==> config.mk <==
export PLATFORM = sky130hd
export DESIGN_NAME = adder_pipe_flat
export DESIGN_NICKNAME = d
export VERILOG_FILES = /design/src/rtl/adder_pkg.sv /design/src/rtl/adder_pipe_if.sv /design/src/rtl/adder_lane.sv /design/src/rtl/adder_pipe.sv /design/src/flat_wrapper.sv
export SDC_FILE = /design/constraint.sdc
export NUM_CORES = 1
export LEC_CHECK = 0
export CORE_UTILIZATION = 55
export DETAILED_ROUTE_END_ITERATION = 10
export PLACE_DENSITY = 0.88
export SLEW_MARGIN = 30
export SYNTH_ARGS = -nofsm -noshare
export SYNTH_HDL_FRONTEND = slang
export SYNTH_SLANG_ARGS = --single-unit
==> constraint.sdc <==
create_clock -name clk -period 2.88 [get_ports clk]
set_clock_uncertainty 0.15 [all_clocks]
set_input_delay 0.576 -clock clk [delete_from_list [all_inputs] [get_ports clk]]
set_output_delay 0.576 -clock clk [all_outputs]
set_load 0.02 [all_outputs]
==> src/rtl/adder_pkg.sv <==
// Shared types and sizing helpers for the pipelined adder/subtractor.
// Pure declarations: no latency or flow-control behaviour of its own.
package adder_pkg;

    localparam int DEF_N    = 16;
    localparam int DEF_LANE = 4;

    // One carry-chain slice is resolved per pipeline stage.
    function automatic int num_stages(input int n, input int lane);
        return n / lane;
    endfunction

    typedef struct packed {
        logic v;
        logic z;
    } flags_t;

endpackage

==> src/rtl/adder_pipe_if.sv <==
// Operand/result handshake bundle between producer, adder_pipe and consumer.
// No logic: in_valid/in_ready on the operand side, out_valid/out_ready on the result side.
interface adder_pipe_if #(
    parameter int N = 16
);
    logic         in_valid;
    logic         in_ready;
    logic [N-1:0] A;
    logic [N-1:0] B;
    logic         Cin;
    logic         sub;
    logic         out_valid;
    logic         out_ready;
    logic [N-1:0] Sum;
    logic         Cout;
    logic         V;
    logic         Z;

    modport slave (
        input  in_valid, A, B, Cin, sub, out_ready,
        output in_ready, out_valid, Sum, Cout, V, Z
    );

    modport master (
        output in_valid, A, B, Cin, sub, out_ready,
        input  in_ready, out_valid, Sum, Cout, V, Z
    );
endinterface

==> src/rtl/adder_lane.sv <==
// Combinational W-bit slice adder with carry in/out.
// Zero latency; no flow control.
module adder_lane #(
    parameter int W = 4
) (
    input  logic [W-1:0] a,
    input  logic [W-1:0] b,
    input  logic         ci,
    output logic [W-1:0] s,
    output logic         co
);
    assign {co, s} = {1'b0, a} + {1'b0, b} + {{W{1'b0}}, ci};
endmodule

==> src/rtl/adder_pipe.sv <==
// Pipelined N-bit add/sub, one LANE-bit carry slice per stage, with Cout/V/Z flags.
// Latency N/LANE cycles; whole pipe stalls together when the output is held, in_ready = advance.
module adder_pipe
    import adder_pkg::*;
#(
    parameter int N    = DEF_N,
    parameter int LANE = DEF_LANE
) (
    input  logic        clk,
    input  logic        n_reset,
    adder_pipe_if.slave io
);
    localparam int STAGES = num_stages(N, LANE);

    // Per-stage record: sum holds the slices resolved so far, a/b carry the skewed operands.
    typedef struct packed {
        logic         vld;
        logic         cy;
        logic [N-1:0] sum;
        logic [N-1:0] a;
        logic [N-1:0] b;
    } stage_t;

    stage_t                           in_rec;
    stage_t [STAGES-1:0]              lane_in;
    stage_t [STAGES-1:0]              st_d;
    stage_t [STAGES-1:0]              st_q;
    logic   [STAGES-1:0][LANE-1:0]    lane_s;
    logic   [STAGES-1:0]              lane_co;
    flags_t                           flags_d;
    flags_t                           flags_q;
    logic                             advance;

    assign advance     = io.out_ready || !st_q[STAGES-1].vld;
    assign io.in_ready = advance;

    always_comb begin
        in_rec     = '0;
        in_rec.vld = io.in_valid;
        in_rec.cy  = io.Cin ^ io.sub;
        in_rec.a   = io.A;
        in_rec.b   = io.sub ? ~io.B : io.B;
    end

    always_comb begin
        lane_in    = '0;
        lane_in[0] = in_rec;
        for (int k = 1; k < STAGES; k++) begin
            lane_in[k] = st_q[k-1];
        end
    end

    for (genvar k = 0; k < STAGES; k++) begin : g_stage
        adder_lane #(.W(LANE)) u_lane (
            .a  (lane_in[k].a[k*LANE +: LANE]),
            .b  (lane_in[k].b[k*LANE +: LANE]),
            .ci (lane_in[k].cy),
            .s  (lane_s[k]),
            .co (lane_co[k])
        );
    end

    always_comb begin
        st_d = lane_in;
        for (int k = 0; k < STAGES; k++) begin
            st_d[k].sum[k*LANE +: LANE] = lane_s[k];
            st_d[k].cy                  = lane_co[k];
        end
    end

    // Flags need the full aligned sum, so they are formed as the last slice completes.
    always_comb begin
        flags_d   = '0;
        flags_d.v = (st_d[STAGES-1].a[N-1] == st_d[STAGES-1].b[N-1]) &&
                    (st_d[STAGES-1].sum[N-1] != st_d[STAGES-1].a[N-1]);
        flags_d.z = (st_d[STAGES-1].sum == '0);
    end

    always_ff @(posedge clk or negedge n_reset) begin
        if (!n_reset) begin
            st_q    <= '0;
            flags_q <= '0;
        end else if (advance) begin
            st_q    <= st_d;
            flags_q <= flags_d;
        end
    end

    assign io.out_valid = st_q[STAGES-1].vld;
    assign io.Sum       = st_q[STAGES-1].sum;
    assign io.Cout      = st_q[STAGES-1].cy;
    assign io.V         = flags_q.v;
    assign io.Z         = flags_q.z;

endmodule

==> src/flat_wrapper.sv <==
// flat-port wrapper written by rule: the top's interface ports become plain ports
module adder_pipe_flat import adder_pkg::*;
#(
    parameter int N    = DEF_N,
    parameter int LANE = DEF_LANE
)
  (clk, n_reset, io_in_valid, io_A, io_B, io_Cin, io_sub, io_out_ready, io_in_ready, io_out_valid, io_Sum, io_Cout, io_V, io_Z);
  adder_pipe_if #(.N(N)) io_i ();
  input  logic clk;
  input  logic n_reset;
  input wire logic [$bits(io_i.in_valid)-1:0] io_in_valid;
  input wire logic [$bits(io_i.A)-1:0] io_A;
  input wire logic [$bits(io_i.B)-1:0] io_B;
  input wire logic [$bits(io_i.Cin)-1:0] io_Cin;
  input wire logic [$bits(io_i.sub)-1:0] io_sub;
  input wire logic [$bits(io_i.out_ready)-1:0] io_out_ready;
  output wire logic [$bits(io_i.in_ready)-1:0] io_in_ready;
  output wire logic [$bits(io_i.out_valid)-1:0] io_out_valid;
  output wire logic [$bits(io_i.Sum)-1:0] io_Sum;
  output wire logic [$bits(io_i.Cout)-1:0] io_Cout;
  output wire logic [$bits(io_i.V)-1:0] io_V;
  output wire logic [$bits(io_i.Z)-1:0] io_Z;
  assign io_i.in_valid = io_in_valid;
  assign io_i.A = io_A;
  assign io_i.B = io_B;
  assign io_i.Cin = io_Cin;
  assign io_i.sub = io_sub;
  assign io_i.out_ready = io_out_ready;
  assign io_in_ready = io_i.in_ready;
  assign io_out_valid = io_i.out_valid;
  assign io_Sum = io_i.Sum;
  assign io_Cout = io_i.Cout;
  assign io_V = io_i.V;
  assign io_Z = io_i.Z;
  adder_pipe #(.N(N), .LANE(LANE)) u_core (.clk(clk), .n_reset(n_reset), .io(io_i));
endmodule
Yosys cells after proc, flatten, opt, wreduce, memory -nomap -nowiden
Index checks and enable logic that the tools add are counted.
{"block": "word_totals", "reg_bits": 146, "inputBits": 38, "out_inout_bits": 21, "word_cells": 37}
{"block": "op_classes", "add_sub_neg": 8, "n_eq_ne": 2, "mux": 1, "bitwise_logic": 2, "n_reduce_logical": 4}
{"op": "4-bit by 4-bit adder with 5-bit output", "n": 4}
{"op": "5-bit by 1-bit adder with 5-bit output", "n": 4}
{"op": "16-bit logical NOT", "n": 1}
{"op": "16-bit 2-to-1 mux", "n": 1}
{"op": "16-bit inverter", "n": 1}
{"op": "1-bit == test", "n": 1}
{"op": "1-bit logical AND", "n": 1}
{"op": "1-bit logical NOT", "n": 1}
{"op": "1-bit logical OR", "n": 1}
{"op": "1-bit != test", "n": 1}
{"op": "1-bit bitwise XOR", "n": 1}

Depth between registers and ports, before layout
Gate-level depths: netlist (run 1).
{"block": "depth", "depth_word": 4, "depth_mapped": 8}

Cells and area by module
Synthesis (run 1) repeated with hierarchy kept, for this count alone.
{"block": "hier_totals", "hier_cells": 314, "hier_area_um2": 4616.9}
{"module": "adder_pipe", "instances": 1, "cells_each": 250, "area_per_inst_um2": 4041.4, "seq_area_each_um2": 2452.4}
{"module": "adder_lane", "instances": 4, "cells_each": 16, "area_per_inst_um2": 143.9, "seq_area_each_um2": 0.0}

Least setup slack after synthesis (run 1)
OpenSTA, ideal clock, no wires.
{"block": "synth_timing", "path_type": "input -> register", "start": "input port io_sub", "end": "register u_core.st_q (netlist bit u_core.lane_in[98])", "setup_ns": 0.131, "arrival_ns": 2.265, "setup_slack_ns": 0.333, "path_stages": 8, "path_buffers": 2, "path_cell_list": "buf_4 buf_4 xor2_1 fa_1 fa_1 a21o_1 a21oi_1 a21oi_1"}
{"block": "synth_between", "elab_chain_len": 3, "elab_cells_between_ends": 4}
{"element": "start: declaration", "line": "flat_wrapper.sv:15", "text": "input wire logic [$bits(io_i.sub)-1:0] io_sub;"}
{"element": "16-bit 2-to-1 mux", "line": "adder_pipe.sv:42", "text": "in_rec.b = io.sub ? ~io.B : io.B;"}
{"element": "4-bit by 4-bit adder with 5-bit output", "line": "adder_lane.sv:12", "text": "assign {co, s} = {1'b0, a} + {1'b0, b} + {{W{1'b0}}, ci};"}
{"element": "5-bit by 1-bit adder with 5-bit output (*)", "line": "adder_lane.sv:12"}
{"element": "end signal: assignment", "line": "adder_pipe.sv:84", "text": "st_q <= st_d;"}
{"element": "end: declaration", "line": "adder_pipe.sv:27", "text": "stage_t [STAGES-1:0] st_q;"}
Mark *: on every way between the ends. The rest lies on a longest branch, timed or not.
A chain may end at the register's enable or synchronous reset.

Worst setup path in the final report (run 1)
{"block": "layout_timing", "start": "input port io_out_ready", "end": "output port io_in_ready"}
{"block": "layout_between", "elab_chain_len": 1}
{"element": "start: declaration", "line": "flat_wrapper.sv:16", "text": "input wire logic [$bits(io_i.out_ready)-1:0] io_out_ready;"}
{"element": "1-bit logical OR", "line": "adder_pipe.sv:34", "text": "assign advance = io.out_ready || !st_q[STAGES-1].vld;"}
{"element": "end: declaration", "line": "flat_wrapper.sv:17", "text": "output wire logic [$bits(io_i.in_ready)-1:0] io_in_ready;"}
No other way between the ends.

==> run_results.csv, run 1 <==
group,metric,value,unit
logic_synthesis,synth_edf_count,0,
critical_path,path_max_fanout,2,
cts,h-tree-depth,3,
critical_path,endpoint_kind,"output pin",
critical_path,path_class,"in -> out",
timing,max_slew.worst_pin.slew,0.8411,ns
logic_synthesis,synth_common_cells,"229 x nand2_1, 98 x dfrtp_1, 21 x o21ai_0",
logic_synthesis,synth_warnings,0,
cts,cts_buffer_depth,2,
drt,first_pass_iters,4,
logic_synthesis,synthSimpleGateAreaFrac,21.44,%
grt,antenna_found_initial,0,
logic_synthesis,yosys_most_used_dff,"dfrtp_1",
pwr,p_per_area,1073,nW/um^2
logic_synthesis,synth-compound-area-share,5.799,%
logic_synthesis,ys_async_sr_fraction,100.0,%
grt,grt_max_degree,107,
timing,holdWs,0.02409,ns
timing,fin_ws,0.3614,ns
critical_path,crit_path_end,"io_in_ready",
drt,remaining_drc_errors,0,
die,die_x,90.80,um
timing,max_freq,397.1,MHz
pwr,combPwrFrac,38.1,%
logic_synthesis,synth-seq-cells,98,
run,drv_cap,0,
pwr,swShare,36.60,%
timing,slew_headroom,43.92,%
logic_synthesis,syn_nets,516,
logic_synthesis,synth_xor_area_share,5.049,%
layout,postLayoutCoreUtil,67.92,%
worst_hold_path,hold_class,"in -> async",
logic_synthesis,postSynthCellCount,458,
layout,drive_above_1_share,5.058,%
critical_path,worstSetupStartpointType,"input port",
layout,syn_to_final_growth,20.40,%
logic_synthesis,synth_most_common_cell,"nand2_1",
timing,rsz0062_at_grt,"false",
place,port_buffers,58,
logic_synthesis,synthMuxAreaShare,0.2597,%
critical_path,critPathRequiredTime,2.15,ns
critical_path,crit_slowest_cell,"clkdlybuf4s50_1",
logic_synthesis,yosysUniqueCellTypes,24,
drt,drt-wirelength-per-cell,13.09,um
critical_path,crit_start,"io_out_ready",
pwr,ir_worst_vdd,0.4765,mV
timing,finalSetupViolations,0,
logic_synthesis,synth.area.top_cells,"dfrtp_1 57%, nand2_1 20%, fa_1 3.7%, ha_1 3.5%, xnor2_1 3.0%",
cts,cts_sinks,98,
critical_path,cpMostUsedCell,"clkdlybuf4s50_1",
grt,grt_pass1_vias,3119,
logic_synthesis,yosysSeqAreaShare,56.55,%
cts,cts_buffers,9,
drt,viasPerCell,5.065,
place,pre_cts_ws,0.001861,ns
logic_synthesis,syn_area_per_cell,9.469,um^2
grt,grt_first_pass_wirelength,14260,um
die,die_y,90.80,um
pwr,p_clk_share,19.7,%
cts,postCtsHoldBufs,0,
critical_path,worstPathArrival,1.79,ns
timing,hold_viol,0,
place,place_congestion,0.7692,
critical_path,rr_endpoint,"u_core.io.Z",
logic_synthesis,synth_top_family_by_area,"simple AND/OR/NAND/NOR gates",
grt,overflow,0,
layout,multi_input_comb_area,1729,um^2
layout,regArea,2452,um^2
outcome,outcome,"completed",
layout,n_fill_cell,584,
pwr,power.leakage,2.597,nW
drt,routed_wl,8062,um
drt,first_iter_violations,235,
critical_path,crit_path_cell_trace,"clkdlybuf4s50_1 -> nor2b_4 -> inv_4 -> clkdlybuf4s50_1",
logic_synthesis,synth_top_area_share,56.55,%
logic_synthesis,yosys.area_share.adder,7.155,%
die,initial_core_util,56.41,%
logic_synthesis,synth.largest_area_cell,"dfrtp_1",
critical_path,crit_path_max_incr_delay,0.59,ns
cts,cts_resized,0,
cts,root_buffer,"clkbuf_8",
timing,min_period,2.519,ns
die,core,7687,um^2
cts,path_clk_slew,0.10,ns
timing,fin_crit_sh,87.45,%
cts,cts_tree,"yes",
layout,antenna_cells,0,
pwr,power_switching,2.051,mW
pwr,p_int,3.553,mW
logic_synthesis,syn-cell-area,4337,um^2
critical_path,r2r_setup_slack,0.40,ns
cts,cts_setup_buffers,0,
critical_path,reg2reg_from,"u_core.lane_in[178]",
cts,clock_latency,0.36,ns
timing,slew_violations,0,
die,io_pins,59,
grt,grt_usage,21.99,%
pwr,seq_power_share,42.2,%
place,dp_hpwl,5382,um
critical_path,rr_worst_depth,5,
die,placementRows,32,
timing,tns,0,ns
drt,vias,3120,
layout,nets,567,
drt,final_antenna_net_count,0,
die,die_area,8244,um^2
==> worst min path at each step <==
| stage | endpoint | slack [ns] | from | cells past startpoint |
|---|---|---|---|---|
| floorplan | u_core.io.Cout | 0.13 | n_reset | 0 |
| global placement | u_core.lane_in[199] | 0.29 | u_core.lane_in[199] | 2 |
| detailed placement | u_core.io.Sum[5] | 0.30 | u_core.io.Sum[5] | 2 |
| CTS | u_core.io.Sum[11] | 0.04 | n_reset | 1 |
| global route | u_core.io.Sum[11] | 0.06 | n_reset | 1 |
| finish | u_core.io.Sum[11] | 0.02 | n_reset | 1 |
==> cell usage in the layout, fill, tap and decap left out, drive strengths merged, types with 6 or more instances in the layout <==
master	synthesis	routed
a21o	7	7
a21oi	12	12
buf	22	6
clkbuf	1	11
clkdlybuf4s50	0	57
dfrtp	98	98
fa	8	8
ha	12	12
inv	5	7
nand2	229	229
nor2	7	7
o21ai	21	21
xnor2	15	15
xor2	10	10
==> worst max-delay path: cells and delay by family <==
family | cells | cell delay (ns)
buf+inv | 3 | 1.15
simple gates | 1 | 0.07
==> registers in the layout, indices dropped and copies added, names as in the netlist <==
name	cells
u_core.io.V	1
u_core.io.Sum	16
u_core.lane_in	78
u_core.io.out_valid	1
u_core.io.Cout	1
u_core.io.Z	1
==> area by class of cell <==
cell class | instances | area share (%)
Timing Repair Buffer | 63 | 12.10
Multi-Input combinational cell | 332 | 33.12
Clock buffer | 11 | 2.900
Sequential cell | 98 | 46.97
Tap cell | 102 | 2.444
Inverter | 5 | 0.4074
Clock inverter | 5 | 2.061
==> power groups by stage <==
stage / logic [mW] / clock network, mW / registers [mW]
floorplan: 1.36 / 0 / 2.46
global placement: 2.01 / 0 / 2.35
detailed placement: 2.13 / 0 / 2.38
CTS: 2.15 / 1.12 / 2.36
global route: 2.41 / 1.17 / 2.44
finish: 2.14 / 1.10 / 2.36
==> per-layer routing <==
layer | track usage, % | part of all wire, % | vias up
li1 | - | - | 1529
met1 | 30.02 | 45 | 1502
met2 | 35.16 | 49 | 80
met3 | 3.704 | 4.4 | 9
met4 | 9.259 | 1.6 | 0
met5 | 0 | 0 | -
==> cells by family after synthesis <==
| family | Yosys count |
|---|---|
| AND/OR/NAND/NOR | 243 |
| flip-flops | 98 |
| AO/OA/AOI/OAI | 43 |
| buffers and inverters | 28 |
| XOR/XNOR | 25 |
| adder cells (fa/ha/maj) | 20 |
| multiplexers | 1 |
==> per-stage QoR <==
stage / power [mW] / cell area (um^2) / cells
after global routing: 6.019 / 5221 / 616
after floorplan: 3.820 / 4337 / 458
final: 5.604 / 5221 / 616
after detailed placement: 4.518 / 4959 / 600
after global placement: 4.361 / 4959 / 600
after CTS: 5.635 / 5218 / 616
No activity file was read; power rests on OpenSTA's default activity.
==> run 2, diff against run 1 <==
--- a/config.mk
+++ b/config.mk
@@ -5,6 +5,7 @@
 export SDC_FILE = /design/constraint.sdc
 export NUM_CORES = 1
 export LEC_CHECK = 0
+export ABC_AREA = 1
 export CORE_UTILIZATION = 55
 export DETAILED_ROUTE_END_ITERATION = 10
 export PLACE_DENSITY = 0.88
==> constraint.sdc (replaced) <==
create_clock -name clk -period 3.1 [get_ports clk]
set_clock_uncertainty 0.15 [all_clocks]
set_input_delay 0.62 -clock clk [delete_from_list [all_inputs] [get_ports clk]]
set_output_delay 0.62 -clock clk [all_outputs]
set_load 0.02 [all_outputs]
==> run 2 against run 1 <==
  * Register-to-register slack improved by 0.54 ns
  * Cell count rose by 3.7%
  * Worst setup slack improved by 0.13 ns
  * Largest power group unchanged
  * Critical path type unchanged
  * Design area fell by 0.86%
  * Synthesized area rose by 1.2%
  * Worst hold slack improved by 0.088 ns
  * Critical path depth did not move
  * Wire length fell by 1.2%
  * Non-clock buffer count fell by 1
==> run_results.csv, run 2 <==
group,metric,value,unit
timing,min_period,2.610,ns
cts,h-tree-depth,3,
pwr,power_switching,1.909,mW
layout,syn_to_final_growth,17.96,%
critical_path,path_delay_family,"buffers and inverters",
logic_synthesis,syn-cell-area,4388,um^2
critical_path,critPathRequiredTime,2.33,ns
cts,clock_latency,0.36,ns
grt,antenna_found_initial,0,
critical_path,path_max_fanout,2,
timing,rsz0062_at_grt,"false",
timing,slew_violations,0,
cts,cts_buffers,9,
critical_path,cpMostUsedCell,"clkdlybuf4s50_1",
pwr,p_per_area,954.0,nW/um^2
die,die_y,91.32,um
cts,postCtsHoldBufs,0,
pwr,power.leakage,2.553,nW
logic_synthesis,yosysUniqueCellTypes,23,
die,placementRows,32,
logic_synthesis,synth_edf_count,0,
critical_path,path_class,"in -> out",
drt,final_antenna_net_count,0,
layout,regArea,2452,um^2
critical_path,cp_num_buf_inv,3,
logic_synthesis,yosys_most_used_dff,"dfrtp_1",
logic_synthesis,synth_most_common_cell,"nand2_1",
logic_synthesis,postSynthCellCount,482,
cts,cts_tree,"yes",
timing,max_slew.worst_pin.slew,0.7902,ns
layout,largest_reg_flops,78,
logic_synthesis,ys_async_sr_fraction,100.0,%
die,die_x,91.32,um
grt,grt_first_pass_wirelength,13960,um
place,place_congestion,0.7934,
critical_path,crit_path_cell_trace,"clkdlybuf4s50_1 -> nor2_4 -> inv_2 -> clkdlybuf4s50_1",
layout,nets,590,
critical_path,worstSetupStartpointType,"input port",
drt,first_pass_iters,4,
die,initial_core_util,56.78,%
layout,layout_commonest_cell,"nand2_1",
logic_synthesis,synth_top_area_share,55.89,%
layout,n_fill_cell,620,
cts,path_clk_slew,0.09,ns
timing,slew_headroom,47.32,%
critical_path,endpoint_kind,"output pin",
drt,routed_wl,7966,um
die,core,7727,um^2
timing,fin_crit_sh,84.18,%
drt,drt-wirelength-per-cell,12.47,um
die,die_area,8339,um^2
pwr,power,4.938,mW
pwr,p_int,3.030,mW
cts,root_buffer,"clkbuf_8",
pwr,swShare,38.65,%
layout,final_cell_mix,"211 x nand2_1, 98 x dfrtp_1, 57 x clkdlybuf4s50_1",
logic_synthesis,synth-seq-cells,98,
run,drv_cap,0,
drt,viasPerCell,5.039,
pwr,ir_worst_vdd,0.3361,mV
place,port_buffers,58,
cts,cts_buffer_depth,2,
logic_synthesis,synth.area.top_cells,"dfrtp_1 56%, nand2_1 18%, o21ai_0 3.8%, fa_1 3.6%, ha_1 3.4%",
pwr,seq_power_share,44.1,%
layout,antenna_cells,0,
layout,multi_input_comb_area,1704,um^2
timing,finalSetupViolations,0,
pwr,combPwrFrac,39.8,%
drt,first_iter_violations,199,
timing,hold_viol,0,
timing,max_freq,383.2,MHz
logic_synthesis,synth_warnings,0,
logic_synthesis,yosysSeqAreaShare,55.89,%
critical_path,crit_slowest_cell,"clkdlybuf4s50_1",
timing,tns,0,ns
grt,grt_usage,21.54,%
critical_path,crit_path_max_incr_delay,0.60,ns
drt,vias,3220,
layout,postLayoutCoreUtil,66.99,%
critical_path,worstPathArrival,1.84,ns
cts,cts_sinks,98,
place,dp_hpwl,5367,um
drt,remaining_drc_errors,0,
logic_synthesis,synth.largest_area_cell,"dfrtp_1",
grt,grt_pass1_vias,3084,
pwr,p_clk_share,16.1,%
layout,drive_above_1_share,4.097,%
logic_synthesis,synth_common_cells,"211 x nand2_1, 98 x dfrtp_1, 33 x o21ai_0",
outcome,outcome,"completed",
cts,cts_setup_buffers,0,
grt,overflow,0,
worst_hold_path,hold_class,"in -> async",
logic_synthesis,syn_area_per_cell,9.104,um^2
cts,cts_resized,0,
logic_synthesis,syn_nets,540,
grt,grt_max_degree,112,
die,io_pins,59,
run 2: cell types whose count changed in the layout (fill, tap and decap cells not counted), moves of 7 or more:
cell	before	now
nand2_1	229	211
nor2_1	7	21
o21ai_1	0	11
nand3_1	0	9
o21ai_0	21	33
a21o_1	7	0
inv_1	4	21
run 2: path summary, 6_finish.rpt:
check	from	slack [ns]	cells after the start	end
worst max-delay path	io_out_ready	0.49	4	io_in_ready
max in group asynchronous	n_reset	2.02	2	u_core.lane_in[83]
min in group clk	u_core.lane_in[199]	0.33	1	u_core.io.out_valid
worst min-delay path	n_reset	0.11	1	u_core.io.Sum[11]
worst max register to register	u_core.lane_in[178]	0.94	9	u_core.io.Z
worst min register to register	u_core.lane_in[199]	0.33	1	u_core.io.out_valid
run 2: metrics by stage:
step	worst slack, ns	hold WS (ns)	instances	instance area, um^2
after floorplan	0.6668	0.1744	482	4388
after global placement	0.3467	0.3009	623	4987
after detailed placement	0.2913	0.3083	623	4987
after CTS	0.4878	0.1156	639	5172
after global routing	0.4539	0.1422	639	5176
final	0.4903	0.1118	639	5176
run 2: power by group through the flow:
stage               logic (mW)  clock network [mW]  registers, mW
CTS                       1.97               0.807           2.18
global route              2.23               0.859           2.26
finish                    1.96               0.795           2.18
floorplan                 1.23                   0           2.27
detailed placement        1.96                   0           2.20
global placement          1.84                   0           2.18
run 2: area by class of cell:
| class | instances | share of cell area (%) |
|---|---|---|
| clock buffers | 11 | 2.538 |
| inverters | 22 | 1.595 |
| clock inverters | 5 | 1.039 |
| well taps | 102 | 2.466 |
| repair buffers | 62 | 12.06 |
| flip-flops and latches | 98 | 47.38 |
| multi-input cells | 339 | 32.92 |
run 2: routing by layer:
metal	track usage (%)	wire, um	up-vias	share of wire [%]
met2	33.78	3815	81	48
met5	0	0	-	0
met3	3.434	357	12	4.5
met1	29.60	3629	1525	46
met4	10.32	163	0	2.0
li1	-	-	1602	-
run 2: cells by family (layout without fill, tap and decap cells):
logic type | Yosys count | after routing | synth area share, %
buf+inv | 45 | 100 | 5.275
xor+xnor | 17 | 17 | 3.393
fa+ha+maj | 20 | 20 | 7.071
compound gates | 54 | 54 | 6.273
simple gates | 248 | 248 | 22.10
flops | 98 | 98 | 55.89
